`src/rtl/mmu_pmp_check.sv`:
```
// mmu_pmp_check: PMP checker behind the L1 TLB.
// Two request channels (pmp0 = direct translations, pmp1 = TLB hits) are
// arbitrated into S1, checked against PMP_ENTRIES cfg/addr pairs, and the
// S2 result register drives either the grant channel or the fault channel.
// Optional feature: define MMU_PMP_TOR_EN to build TOR (A=01) matching;
// without it A=01 never matches and no range comparators exist.

// Match logic for a single PMP entry.
module mmu_pmp_entry (
  input  logic [31:0] pa,
  input  logic [1:0]  a,
  input  logic [31:0] addr,
`ifdef MMU_PMP_TOR_EN
  input  logic [31:0] addr_lo,
`endif
  output logic        hit,
  output logic        active
);
  logic [31:0] mask;
  logic        tor_hit;

  // Decode the address-match mode and compare against pa.
  always_comb begin
    // Trailing ones of addr plus the following zero: bits [k:0] are don't-care.
    mask = addr ^ (addr + 32'd1);
`ifdef MMU_PMP_TOR_EN
    tor_hit = (pa >= addr_lo) && (pa < addr);
`else
    tor_hit = 1'b0;
`endif
    unique case (a)
      2'b01:   hit = tor_hit;
      2'b10:   hit = (pa == addr);
      2'b11:   hit = ((pa ^ addr) & ~mask) == 32'd0;
      default: hit = 1'b0;
    endcase
    // The raw A field decides whether the entry counts as configured, even
    // when A=01 cannot match in a build without TOR.
    active = (a != 2'b00);
  end
endmodule

module mmu_pmp_check #(
  parameter int PMP_ENTRIES = 8
) (
  input  logic                      clk,
  input  logic                      rstn,
  input  logic                      i_pmp0_drive_1,
  output logic                      o_pmp0_free_1,
  input  logic [47:0]               i_pmp0_data_48,
  input  logic                      i_pmp1_drive_1,
  output logic                      o_pmp1_free_1,
  input  logic [47:0]               i_pmp1_data_48,
  input  logic [8*PMP_ENTRIES-1:0]  i_pmpcfg_8N,
  input  logic [32*PMP_ENTRIES-1:0] i_pmpaddr_32N,
  output logic                      o_resp_drive_1,
  input  logic                      i_resp_free_1,
  output logic [45:0]               o_resp_data_46,
  output logic                      o_exp_drive_1,
  input  logic                      i_exp_free_1,
  output logic [10:0]               o_exp_data_11
);
  // Packet layout: [47:44] tlb idx, [43:38] inst idx, [37:4] pAddr,
  // [3:2] cpuMode, [1:0] instType.
  logic        run;
  logic        ptr;
  logic        s1_vld;
  logic [47:0] s1_pkt;

  logic        s2_vld, s2_fire, s2_load_ok;
  logic        s1_adv, s1_loadable, s1_load, sel1, both;

  logic [31:0] pa;
  logic [1:0]  mode, typ;
  logic [PMP_ENTRIES-1:0] hit, active;
  logic [7:0]  cfg [PMP_ENTRIES];
  logic        any_hit, any_active, perm, fault;
  logic [7:0]  hit_cfg;
  logic [4:0]  code;
  logic        cfg_unused;

  assign pa   = s1_pkt[37:6];
  assign mode = s1_pkt[3:2];
  assign typ  = s1_pkt[1:0];

  for (genvar g = 0; g < PMP_ENTRIES; g++) begin : g_ent
    assign cfg[g] = i_pmpcfg_8N[8*g +: 8];
`ifdef MMU_PMP_TOR_EN
    logic [31:0] lo;
    if (g == 0) begin : g_lo0
      assign lo = 32'd0;
    end else begin : g_lon
      assign lo = i_pmpaddr_32N[32*(g-1) +: 32];
    end
`endif
    mmu_pmp_entry u_ent (
      .pa      (pa),
      .a       (cfg[g][4:3]),
      .addr    (i_pmpaddr_32N[32*g +: 32]),
`ifdef MMU_PMP_TOR_EN
      .addr_lo (lo),
`endif
      .hit     (hit[g]),
      .active  (active[g])
    );
  end

  // Handshake and arbitration: frees depend on pipeline state and the
  // other channel's drive only.
  always_comb begin
    s2_vld      = o_resp_drive_1 | o_exp_drive_1;
    s2_fire     = (o_resp_drive_1 & i_resp_free_1) | (o_exp_drive_1 & i_exp_free_1);
    s2_load_ok  = ~s2_vld | s2_fire;
    s1_adv      = s1_vld & s2_load_ok;
    s1_loadable = run & (~s1_vld | s2_load_ok);
    both        = i_pmp0_drive_1 & i_pmp1_drive_1;
    sel1        = i_pmp1_drive_1 & (~i_pmp0_drive_1 | ptr);
    s1_load     = s1_loadable & (i_pmp0_drive_1 | i_pmp1_drive_1);
    o_pmp0_free_1 = s1_loadable & ~(i_pmp1_drive_1 & ptr);
    o_pmp1_free_1 = s1_loadable & ~(i_pmp0_drive_1 & ~ptr);
  end

  // Lowest-index match, permission lookup and grant/fault decision on S1.
  always_comb begin
    any_hit = 1'b0;
    hit_cfg = 8'd0;
    for (int i = PMP_ENTRIES - 1; i >= 0; i--) begin
      if (hit[i]) begin
        any_hit = 1'b1;
        hit_cfg = cfg[i];
      end
    end
    any_active = |active;
    unique case (typ)
      2'b00:   begin perm = hit_cfg[2]; code = 5'd1; end
      2'b11:   begin perm = hit_cfg[1]; code = 5'd7; end
      default: begin perm = hit_cfg[0]; code = 5'd5; end
    endcase
    if (mode == 2'b11) fault = any_hit & hit_cfg[7] & ~perm;
    else               fault = any_hit ? ~perm : any_active;
    cfg_unused = ^hit_cfg[6:3];
  end

  // Leaves the idle-after-reset state one cycle after rstn releases.
  always_ff @(posedge clk or negedge rstn) begin
    if (!rstn) run <= 1'b0;
    else       run <= 1'b1;
  end

  // S1 request register and round-robin pointer.
  always_ff @(posedge clk or negedge rstn) begin
    if (!rstn) begin
      s1_vld <= 1'b0;
      s1_pkt <= 48'd0;
      ptr    <= 1'b0;
    end else if (s1_load) begin
      s1_vld <= 1'b1;
      s1_pkt <= sel1 ? i_pmp1_data_48 : i_pmp0_data_48;
      if (both) ptr <= ~ptr;
    end else if (s1_adv) begin
      s1_vld <= 1'b0;
    end
  end

  // S2 result register; config is captured here via the S1 check result.
  always_ff @(posedge clk or negedge rstn) begin
    if (!rstn) begin
      o_resp_drive_1 <= 1'b0;
      o_resp_data_46 <= 46'd0;
      o_exp_drive_1  <= 1'b0;
      o_exp_data_11  <= 11'd0;
    end else if (s2_load_ok) begin
      o_resp_drive_1 <= s1_vld & ~fault;
      o_exp_drive_1  <= s1_vld & fault;
      o_resp_data_46 <= (s1_vld & ~fault) ? {s1_pkt[47:38], s1_pkt[37:4], s1_pkt[1:0]} : 46'd0;
      o_exp_data_11  <= (s1_vld & fault) ? {s1_pkt[43:38], code} : 11'd0;
    end
  end
endmodule

```
`config.mk`:
```
export PLATFORM = sky130hd
export DESIGN_NAME = mmu_pmp_check
export DESIGN_NICKNAME = d
export VERILOG_FILES = /design/src/rtl/mmu_pmp_check.sv
export SDC_FILE = /design/constraint.sdc
export NUM_CORES = 1
export LEC_CHECK = 0
export BUFFER_PORTS_ARGS = -buffer_cell sky130_fd_sc_hd__buf_2
export CAP_MARGIN = 20
export CORE_AREA = 4 4 188 190
export CTS_BUF_LIST = sky130_fd_sc_hd__clkbuf_8
export CTS_CLUSTER_SIZE = 40
export DETAILED_ROUTE_END_ITERATION = 10
export DIE_AREA = 0 0 192 194
export PLACE_DENSITY = 0.77
export SLEW_MARGIN = 20
export SYNTH_ARGS = -nofsm -noshare
export SYNTH_HDL_FRONTEND = slang
export SYNTH_HIERARCHICAL = 1
export SYNTH_SLANG_ARGS = --single-unit
```
`constraint.sdc`:
```
create_clock -name clk -period 4.3 [get_ports clk]
set_clock_uncertainty 0.05 [all_clocks]
set_input_delay 0.43 -clock clk [delete_from_list [all_inputs] [get_ports clk]]
set_output_delay 0.43 -clock clk [all_outputs]
set_load 0.02 [all_outputs]
```
# Word level (Yosys, flattened, before mapping)
# Cells that the tools add are included.
# totals
regBits,110
latchBits,0
ramBits,0
romBits,0
inputBits,422
out_inout_bits,61
word_cells,156
mem_count,0
# op_classes
addsub,8
multipliers,0
div,0
magnitude_cmp,0
eq_ne,26
shift,0
muxes,33
n_bitwise,61
n_reduce_logical,20
# ops
operator,n
XOR 32 bit,16
"adder 32 x 1 -> 32 bit, second input constant",8
bitwise AND 32 bit,8
equality test 32 bit,8
logical NOT 32 bit,8
NOT 32 bit,8
two-way mux 8 bit,8
two-way mux 48 bit,1
two-way mux 46 bit,1
"equality test 2 bit, second input constant",18
one-hot mux 1 bit (2 select lines),9
nonzero test 2 bit,9
bitwise AND 1 bit,15
two-way mux 1 bit,12
two-way mux 11 bit,1
NOT 1 bit,8
OR reduction 8 bit,1
OR 1 bit,6
one-hot mux 3 bit (2 select lines),1
logical NOT 2 bit,1
AND reduction 2 bit,1

# Logic depth before layout (Yosys ltp)
# Gate-level depths: netlist (run 1).
# logic_depth
depth_word,21
depth_mapped,16
ltp_nobuf,13

# Cells and area by module
# Netlist (run 1), hierarchy kept.
# by_module_without_submodules
module,n_inst,cells_per_inst,area_per_inst_um2,seq_area_each_um2
mmu_pmp_entry,8,145,945.9,0.0
mmu_pmp_check,1,686,6398.6,2677.6

# Least setup slack after synthesis (run 1)
# OpenSTA, ideal clock, no wires.
# synth_path
path_kind,flip-flop to flip-flop
start,reg s1_pkt[8]
end,reg o_resp_data_46[24]
setup_ns,0.125
arrival_time_ns,3.418
required_ns,4.125
path_slack_ns,0.707
stages_incl_launch_ff,14
n_path_buf,2
synth_period_minus_slack_ns,3.593
path_cell_list,dfrtp_1 o311ai_0 a2111oi_0 nor4b_2 nand4_1 o31ai_1 a21oi_1 a221oi_2 o221a_2 a21oi_1 buf_6 buf_6 nor3b_1 a21oi_2
# synth_between
word_cells_on_any_way,65
cone_classes,eq/ne (8); mux (28); bitwise (21); reduce/logical (8)
# synth_lines
item,line,text
"start, declared",68,logic [47:0] s1_pkt;
"start signal, assigned",158,s1_pkt <= sel1 ? i_pmp1_data_48 : i_pmp0_data_48;
XOR 32 bit,34,2'b11: hit = ((pa ^ addr) & ~mask) == 32'd0;
bitwise AND 32 bit,34,
logical NOT 32 bit,34,
one-hot mux 1 bit (2 select lines) *,31,unique case (a)
named net hit[5],75,"logic [PMP_ENTRIES-1:0] hit, active;"
two-way mux 8 bit (6 in a row),128,if (hit[i]) begin
one-hot mux 1 bit (2 select lines),134,unique case (typ)
NOT 1 bit,"139, 140",
two-way mux 1 bit or bitwise AND 1 bit (tied branches),"140, 139",
two-way mux 1 bit *,139,if (mode == 2'b11) fault = any_hit & hit_cfg[7] & ~perm;
NOT 1 bit *,175,"o_resp_data_46 <= (s1_vld & ~fault) ? {s1_pkt[47:38], s1_pkt[37:4], s1_pkt[1:0]} : 46'd0;"
bitwise AND 1 bit *,175,
two-way mux 46 bit *,175,
"end signal, assigned",175,
"end, declared",58,"output logic [45:0] o_resp_data_46,"
# The timed path passes the listed nets; every way through them passes the cells marked *.
# A chain may end at the register's enable or synchronous reset.

# Worst setup path in the final report (run 1)
# layout_path
start,reg s1_pkt[34]
end,reg o_exp_data_11[9]
# layout_between
word_cells_on_any_way,64
cone_classes,eq/ne (8); mux (28); bitwise (20); reduce/logical (8)
# layout_lines
item,line,text
XOR 32 bit,34,
bitwise AND 32 bit,34,
logical NOT 32 bit,34,
one-hot mux 1 bit (2 select lines) *,31,
named net hit[2],75,
two-way mux 8 bit (3 in a row),128,
one-hot mux 1 bit (2 select lines),134,
NOT 1 bit,"139, 140",
two-way mux 1 bit or bitwise AND 1 bit (tied branches),"140, 139",
two-way mux 1 bit *,139,
bitwise AND 1 bit *,176,"o_exp_data_11 <= (s1_vld & fault) ? {s1_pkt[43:38], code} : 11'd0;"
two-way mux 11 bit *,176,
"end signal, assigned",176,
"end, declared",61,output logic [10:0] o_exp_data_11
# Marked as above.

==> flow_summary.ini, run 1 <==
[min_path]
worst_hold_path_type = in2async

[setup_path]
critPathSlowestCell = sky130_fd_sc_hd__a2111oi_0
cp.buffers_inverters = 3
worstPathRequired_ns = 4.52
crit_path_cell_trace = buf_4 -> or2_2 -> a2111oi_0 -> nand4_1 -> nor4_1 -> nand4_1 -> o31ai_2 -> buf_4 -> inv_1 -> o221a_2 -> o31ai_2 -> nand4_2 -> a32o_1
cp_max_fo = 12
crit_path_start_kind = flip-flop
cp.arrival_ns = 4.45
critical_path.top_delay_family = compound AO/OA/AOI/OAI gates
type_of_element_capturing_the_critical_path = flip-flop
slowest_delay_ns = 0.55
critical_path_class = reg2reg

[synthesis]
yosys_synthesis_warning_count = 6
synth_top_area_cell = sky130_fd_sc_hd__dfrtp_1
postSynth.asyncResetShare = 1.00
share_of_the_synthesized_area_in_the_top_cell_type = 0.192
synth_enable_flop_cells = 0
postSynthRegisterBits = 107
netlist_top_cells_area = sky130_fd_sc_hd__dfrtp_1, sky130_fd_sc_hd__xor2_1, sky130_fd_sc_hd__a21oi_1
post_synth_inst_count = 1846
syn_area_per_cell_sq_um = 7.57
netlist-cell-type-count = 70
seq_area_frac_synth = 0.192
ys.flop_type = sky130_fd_sc_hd__dfrtp_1
mappedNetlistArea_sq_um = 14000

[sta]
slew_headroom = 0.326
achievable-frequency_ghz = 0.236
max_slew_violation_count = 0
worst-slew-pin-transition_ns = 1.01
hold-worst-slack_ns = 0.0289
finalCriticalPeriod_ns = 4.23
finalSetupViolations = 0
finalCritPeriodShare = 0.984
timing_hold_violations_final = 0

[placement]
placedCellCount = 2806
post_dp_cell_area_sq_um = 17400
place_congestion = 1.00
dpl.hpwl_mm = 61.6
buffer_ports.inserted = 464

[clocking]
clkSinkCount = 107
number_of_buffers_added_by_the_clock_tree_synthesis_step = 9
tritoncts = yes
cts-htree-levels = 3
cts.path.max_buffers = 2
clock_insertion_delay_worst_skew_ns = 0.38
postCtsHoldBufs = 0
cts.clk_slew.worst_paths_ns = 0.10
buffers_inserted_by_post_cts_timing_repair = 0
cts.root.buffer_cell = sky130_fd_sc_hd__clkbuf_8

[floorplan]
fp.dieW_um = 192
chipHeight_um = 194
boundaryPins = 483
design.core.area_sq_um = 33400
die_area_sq_um = 37200
core.rowCount = 67
initial_core_util = 0.418

[grt]
grt_usage = 0.377
first_pass_grt_wire_length_mm = 107
global_route.overflow_total = 0
grt_start_max_net_pins = 98
first_global_vias = 16856
grt_antenna_before_repair = 13

[cells_and_area]
layout-area-overhead-vs-synth_pct = 27.0
layout.nets = 2802
layout.cell_area.non_filler_sq_um = 17700
non_filler_instance_count_after_layout = 2837
drive_gt1_frac = 0.299

[power]
p_clk_frac = 0.088
irDropWorstVdd_v = 0.000497
combinationalPowerShare = 0.679
p_sw_mw = 4.56
switching_share_of_power = 0.541
p_per_area_nw_per_um2 = 476
cell_leakage_power_nw = 7.92
power.sequential.fraction = 0.232
p_int_mw = 3.88

[flow_run]
max_cap_violations = 0

[detailed_routing]
wl_per_cell_um = 26.5
drt-total-wl_mm = 75.1
routed-via-count = 17878
drcViolationCount = 0
first_pass_iteration_count_of_the_detailed_router = 5
first_iter_violations = 1887
vias_per_cell = 6.30
final_antenna_net_count = 0

[run_status]
run_status = finished clean
kinds of logic after synthesis:
logic type	after synthesis	share of synthesized area
fa+ha+maj	11	0.00985
compound gates	539	0.264
simple gates	773	0.301
other cells	2	0.000538
flops	107	0.192
buf+inv	125	0.0473
mux	48	0.0344
xor+xnor	241	0.151
registers in the layout, indices dropped and copies added, names as in the netlist:
signal          count
run                 1
s1_vld              1
o_exp_data_11       9
s1_pkt             48
o_resp_drive_1      1
ptr                 1
o_resp_data_46     46
routing by layer:
layer	global-route usage	share of wire	routed length, um
met1	0.497	0.39	29600
met2	0.598	0.44	33200
met3	0.0747	0.11	8100
met4	0.169	0.055	4130
met5	0	0.00052	39
final timing paths:
check	depth (start not counted)	start	to	slack, ns
min reg2reg	1	o_exp_data_11[6]	o_exp_data_11[6]	0.47
min in group clk	3	i_pmp0_drive_1	ptr	0.29
max reg2reg	13	s1_pkt[34]	o_exp_data_11[9]	0.07
max in group asynchronous	2	rstn	o_resp_data_46[17]	3.26
min	1	rstn	s1_pkt[30]	0.03
max	13	s1_pkt[34]	o_exp_data_11[9]	0.07
cells in the final DEF (no fill, tap or decap), types with 41 or more instances in the layout:
master and count:
sky130_fd_sc_hd__nor3_1 41, sky130_fd_sc_hd__nand4_1 96, sky130_fd_sc_hd__o21bai_1 52, sky130_fd_sc_hd__buf_2 463, sky130_fd_sc_hd__nor3b_1 46, sky130_fd_sc_hd__nor2_1 147, sky130_fd_sc_hd__mux2i_1 48, sky130_fd_sc_hd__nand2_1 242
sky130_fd_sc_hd__a21oi_2 46, sky130_fd_sc_hd__a21oi_1 191, sky130_fd_sc_hd__nor4_1 43, sky130_fd_sc_hd__inv_1 67, sky130_fd_sc_hd__a31oi_1 48, sky130_fd_sc_hd__nand3_1 42, sky130_fd_sc_hd__xor2_1 200, sky130_fd_sc_hd__dfrtp_1 104
sky130_fd_sc_hd__buf_4 95
power groups by stage:
stage | Combinational (mW) | Clock (mW) | Sequential [mW]
after global placement | 5.50 | 0 | 1.94
after CTS | 5.61 | 0.756 | 1.93
final | 5.73 | 0.747 | 1.96
after floorplan | 3.14 | 0 | 2.07
after detailed placement | 5.58 | 0 | 1.95
after global routing | 6.10 | 0.787 | 1.97
cells in the mapped netlist, types with 11 or more instances:
library cell / instances
sky130_fd_sc_hd__inv_1: 66
sky130_fd_sc_hd__xor2_1: 200
sky130_fd_sc_hd__buf_6: 18
sky130_fd_sc_hd__a2111oi_0: 24
sky130_fd_sc_hd__o21ai_0: 11
sky130_fd_sc_hd__clkbuf_1: 13
sky130_fd_sc_hd__a211oi_1: 18
sky130_fd_sc_hd__nor2_1: 147
sky130_fd_sc_hd__nand2_1: 242
sky130_fd_sc_hd__buf_2: 18
sky130_fd_sc_hd__a21oi_1: 192
sky130_fd_sc_hd__nor3b_1: 46
sky130_fd_sc_hd__o22ai_1: 25
sky130_fd_sc_hd__a221oi_1: 12
sky130_fd_sc_hd__nor3_1: 41
sky130_fd_sc_hd__a21oi_2: 46
sky130_fd_sc_hd__mux2i_1: 48
sky130_fd_sc_hd__nand4_1: 96
sky130_fd_sc_hd__dfrtp_1: 107
sky130_fd_sc_hd__a21boi_0: 17
sky130_fd_sc_hd__and3_1: 15
sky130_fd_sc_hd__o21bai_1: 52
sky130_fd_sc_hd__nand2b_1: 19
sky130_fd_sc_hd__nand3_1: 42
sky130_fd_sc_hd__or2_2: 24
sky130_fd_sc_hd__a31oi_1: 48
sky130_fd_sc_hd__xnor2_1: 41
sky130_fd_sc_hd__ha_1: 11
sky130_fd_sc_hd__nor4_1: 43
timing repair:
item,in CTS,in global routing
endpoints found under the hold margin,0,0
resized for setup,0,6
setup endpoints to repair,0,56
cell type report:
cell class	instances	area, sq um
Fill cell	3281	15700
Sequential cell	107	2680
Clock inverter	7	118
Inverter	66	248
Antenna cell	15	37.5
Clock buffer	9	124
Tap cell	448	561
Multi-Input combinational cell	1615	10700
Timing Repair Buffer	570	3260
through the flow:
step	utilization	TNS (ns)	worst slack [ns]	total power, mW
final	0.530	0	0.0688	8.44
after global routing	0.530	-0.175	-0.0360	8.86
after CTS	0.528	0	0.0129	8.29
after detailed placement	0.521	0	0.0396	7.53
after global placement	0.521	-1.16	-0.0437	7.44
after floorplan	-	0	0.707	5.21
No activity file was read; power rests on OpenSTA's default activity.
==> run 2, diff against run 1 <==
--- a/config.mk
+++ b/config.mk
@@ -5,6 +5,7 @@
 export SDC_FILE = /design/constraint.sdc
 export NUM_CORES = 1
 export LEC_CHECK = 0
+export ABC_AREA = 1
 export BUFFER_PORTS_ARGS = -buffer_cell sky130_fd_sc_hd__buf_2
 export CAP_MARGIN = 20
 export CORE_AREA = 4 4 188 190
@@ -12,7 +13,7 @@
 export CTS_CLUSTER_SIZE = 40
 export DETAILED_ROUTE_END_ITERATION = 10
 export DIE_AREA = 0 0 192 194
-export PLACE_DENSITY = 0.77
+export PLACE_DENSITY = 0.81
 export SLEW_MARGIN = 20
 export SYNTH_ARGS = -nofsm -noshare
 export SYNTH_HDL_FRONTEND = slang
==> flow_summary.ini, run 2 <==
[sta]
accumulated_negative_setup_slack_ns = 0
finalCriticalPeriod_ns = 4.07
slew_headroom = 0.298
timing_hold_violations_final = 0
max_slew_violation_count = 0
finalSetupViolations = 0
worst-slew-pin-transition_ns = 1.05
hold-worst-slack_ns = 0.166
final.setup.worst_slack_ns = 0.228
achievable-frequency_ghz = 0.246
grt_setup_unrepaired = no
finalCritPeriodShare = 0.947

[power]
p_per_area_nw_per_um2 = 424
cell_leakage_power_nw = 9.72
irDropWorstVdd_v = 0.000368

[flow_run]
max_cap_violations = 0

[floorplan]
boundaryPins = 483
design.core.area_sq_um = 33400
die_area_sq_um = 37200
chipHeight_um = 194
core.rowCount = 67
initial_core_util = 0.452
fp.dieW_um = 192

[synthesis]
postSynth.asyncResetShare = 1.00
postSynthRegisterBits = 107
share_of_the_synthesized_area_in_the_top_cell_type = 0.275
synth.cells.most_frequent = sky130_fd_sc_hd__nand2_1, sky130_fd_sc_hd__nor2_1, sky130_fd_sc_hd__inv_1, sky130_fd_sc_hd__xor2_1, sky130_fd_sc_hd__nand3_1
yosys_synthesis_warning_count = 6
syn_area_per_cell_sq_um = 5.51
ys.flop_type = sky130_fd_sc_hd__dfrtp_1
synth_top_area_cell = sky130_fd_sc_hd__nand2_1
synth_enable_flop_cells = 0
netlist-cell-type-count = 35
post_synth_inst_count = 2742
netlist_top_cells_area = sky130_fd_sc_hd__nand2_1, sky130_fd_sc_hd__dfrtp_1, sky130_fd_sc_hd__nor2_1
seq_area_frac_synth = 0.177
mappedNetlistArea_sq_um = 15100
synth.most_common_cell = sky130_fd_sc_hd__nand2_1

[setup_path]
worstPathRequired_ns = 4.51
reg2reg_to = o_resp_data_46[20]
critical_path_class = reg2reg
crit_path_start_kind = flip-flop
rr_worst_depth = 23
cp.arrival_ns = 4.28
ff2ff_setup_slack_ns = 0.23
type_of_element_capturing_the_critical_path = flip-flop
cp_max_fo = 15
worstReg2RegStart = s1_pkt[22]

[cells_and_area]
layout-area-overhead-vs-synth_pct = 22.4
layout.nets = 3661
layout.cells.most_common = sky130_fd_sc_hd__nand2_1
non_filler_instance_count_after_layout = 3691
reg.largest.list = s1_pkt x48, o_resp_data_46 x46, o_exp_data_11 x9
drive_gt1_frac = 0.205
largest_register = s1_pkt
largest_register_ffs = 48
layout.cell_area.non_filler_sq_um = 18500
layout.cells.most_common_list = sky130_fd_sc_hd__nand2_1, sky130_fd_sc_hd__buf_2, sky130_fd_sc_hd__nor2_1

[detailed_routing]
final_antenna_net_count = 0
wl_per_cell_um = 18.6
drcViolationCount = 0
vias_per_cell = 5.30
first_pass_iteration_count_of_the_detailed_router = 8
first_iter_violations = 1641
routed-via-count = 19573
drt-total-wl_mm = 68.7

[clocking]
cts.root.buffer_cell = sky130_fd_sc_hd__clkbuf_8
postCtsHoldBufs = 0
clock_insertion_delay_worst_skew_ns = 0.37
clkSinkCount = 107
cts.clk_slew.worst_paths_ns = 0.11
number_of_buffers_added_by_the_clock_tree_synthesis_step = 9
cts-htree-levels = 3
cts.path.max_buffers = 2
tritoncts = yes

[grt]
use_met1 = 0.450
grt_most_used_layer = met2
grt_antenna_before_repair = 10
first_pass_grt_wire_length_mm = 102
first_global_vias = 18395
grt_start_max_net_pins = 81
grt_usage = 0.352
global_route.overflow_total = 0
use_met3 = 0.0546
met2_usage = 0.564

[min_path]
worst_hold_path_type = in2async

[placement]
post_dp_cell_area_sq_um = 18300
placedCellCount = 3664
place_congestion = 1.07
place_ws_ns = 0.378
buffer_ports.inserted = 464
dpl.hpwl_mm = 56.0

[run_status]
run_status = finished clean
run 2: changes by cell type in the layout (fill, tap and decap cells not counted), moves of 38 or more:
| cell | delta |
|---|---|
| sky130_fd_sc_hd__inv_1 | +177 |
| sky130_fd_sc_hd__a31oi_1 | -48 |
| sky130_fd_sc_hd__nand3_1 | +86 |
| sky130_fd_sc_hd__nor3b_1 | -38 |
| sky130_fd_sc_hd__nand2_1 | +864 |
| sky130_fd_sc_hd__mux2i_1 | -48 |
| sky130_fd_sc_hd__buf_4 | -41 |
| sky130_fd_sc_hd__a21oi_1 | -178 |
| sky130_fd_sc_hd__nand2_2 | +40 |
| sky130_fd_sc_hd__nor4_1 | -41 |
| sky130_fd_sc_hd__o21ai_0 | +88 |
| sky130_fd_sc_hd__nor2_1 | +257 |
run 2: cells by family after synthesis:
kind of cell               count (synthesis)  share of synthesized area
other                                      2                   0.000497
DFF                                      107                      0.177
adders and majority gates                 11                    0.00911
buffers and inverters                    302                     0.0780
and+or+nand+nor                         1900                      0.530
xor gates and xnor gates                 225                      0.130
AOI/OAI and AO/OA                        195                     0.0743
run 2: routing by layer:
metal | share of wire | vias to the layer above
li1 | - | 9566
met4 | 0.070 | 2
met3 | 0.097 | 272
met2 | 0.44 | 1140
met1 | 0.39 | 8593
met5 | 0.00019 | -
run 2: layout make-up:
type                            instances  area, sq um
Inverter                              255          957
Fill cell                            3611        15000
Multi-Input combinational cell       2334        11300
Antenna cell                           10         25.0
Sequential cell                       107         2680
Clock inverter                          7         53.8
Tap cell                              448          561
Timing Repair Buffer                  521         2810
Clock buffer                            9          124
run 2: metrics by stage:
step / total power, mW / utilization
floorplan: 4.91 / -
global placement: 7.09 / 0.546
detailed placement: 7.14 / 0.546
CTS: 7.73 / 0.551
global route: 8.40 / 0.553
finish: 7.84 / 0.553
run 2: worst max-delay path by stage:
stage	cells after the start	slack, ns	endpoint	startpoint
after global placement	23	0.40	o_resp_data_46[26]	s1_pkt[22]
after global routing	21	0.01	o_resp_data_46[36]	s1_pkt[22]
final	23	0.23	o_resp_data_46[20]	s1_pkt[22]
after detailed placement	23	0.38	o_resp_data_46[23]	s1_pkt[22]
after CTS	24	0.34	o_resp_data_46[23]	s1_pkt[13]
after floorplan	27	1.48	o_resp_data_46[16]	s1_pkt[7]
run 2: what timing repair did:
item / 4_1_cts / 5_1_grt
resized for setup: 0 / 3
setup endpoints to repair: 0 / 19
buffers inserted: 0 / 0
run 2: critical path, stage by stage, from the launching register on:
cell and delay (ns):
sky130_fd_sc_hd__dfrtp_1 0.83, sky130_fd_sc_hd__buf_4 0.33, sky130_fd_sc_hd__xor2_1 0.12, sky130_fd_sc_hd__nor3_1 0.27, sky130_fd_sc_hd__nand3_1 0.10, sky130_fd_sc_hd__nor2_1 0.09, sky130_fd_sc_hd__nand2_1 0.08, sky130_fd_sc_hd__nand2_1 0.06
sky130_fd_sc_hd__nand2_1 0.05, sky130_fd_sc_hd__a21oi_2 0.27, sky130_fd_sc_hd__inv_1 0.17, sky130_fd_sc_hd__nor2_1 0.12, sky130_fd_sc_hd__nor2_1 0.04, sky130_fd_sc_hd__nand2_1 0.08, sky130_fd_sc_hd__nand2_1 0.06, sky130_fd_sc_hd__nand2_1 0.10
sky130_fd_sc_hd__nand2_1 0.07, sky130_fd_sc_hd__nand2_1 0.06, sky130_fd_sc_hd__nand2_1 0.05, sky130_fd_sc_hd__nand2_1 0.06, sky130_fd_sc_hd__nand3_2 0.39, sky130_fd_sc_hd__buf_4 0.34, sky130_fd_sc_hd__nand4_1 0.08, sky130_fd_sc_hd__nand2_1 0.07
run 2: report_power, final:
part | internal (mW) | leakage, nW | switching [mW]
Sequential | 1.36 | 1.38 | 0.530
Clock | 0.215 | 0.0954 | 0.357
Combinational | 1.87 | 8.25 | 3.51
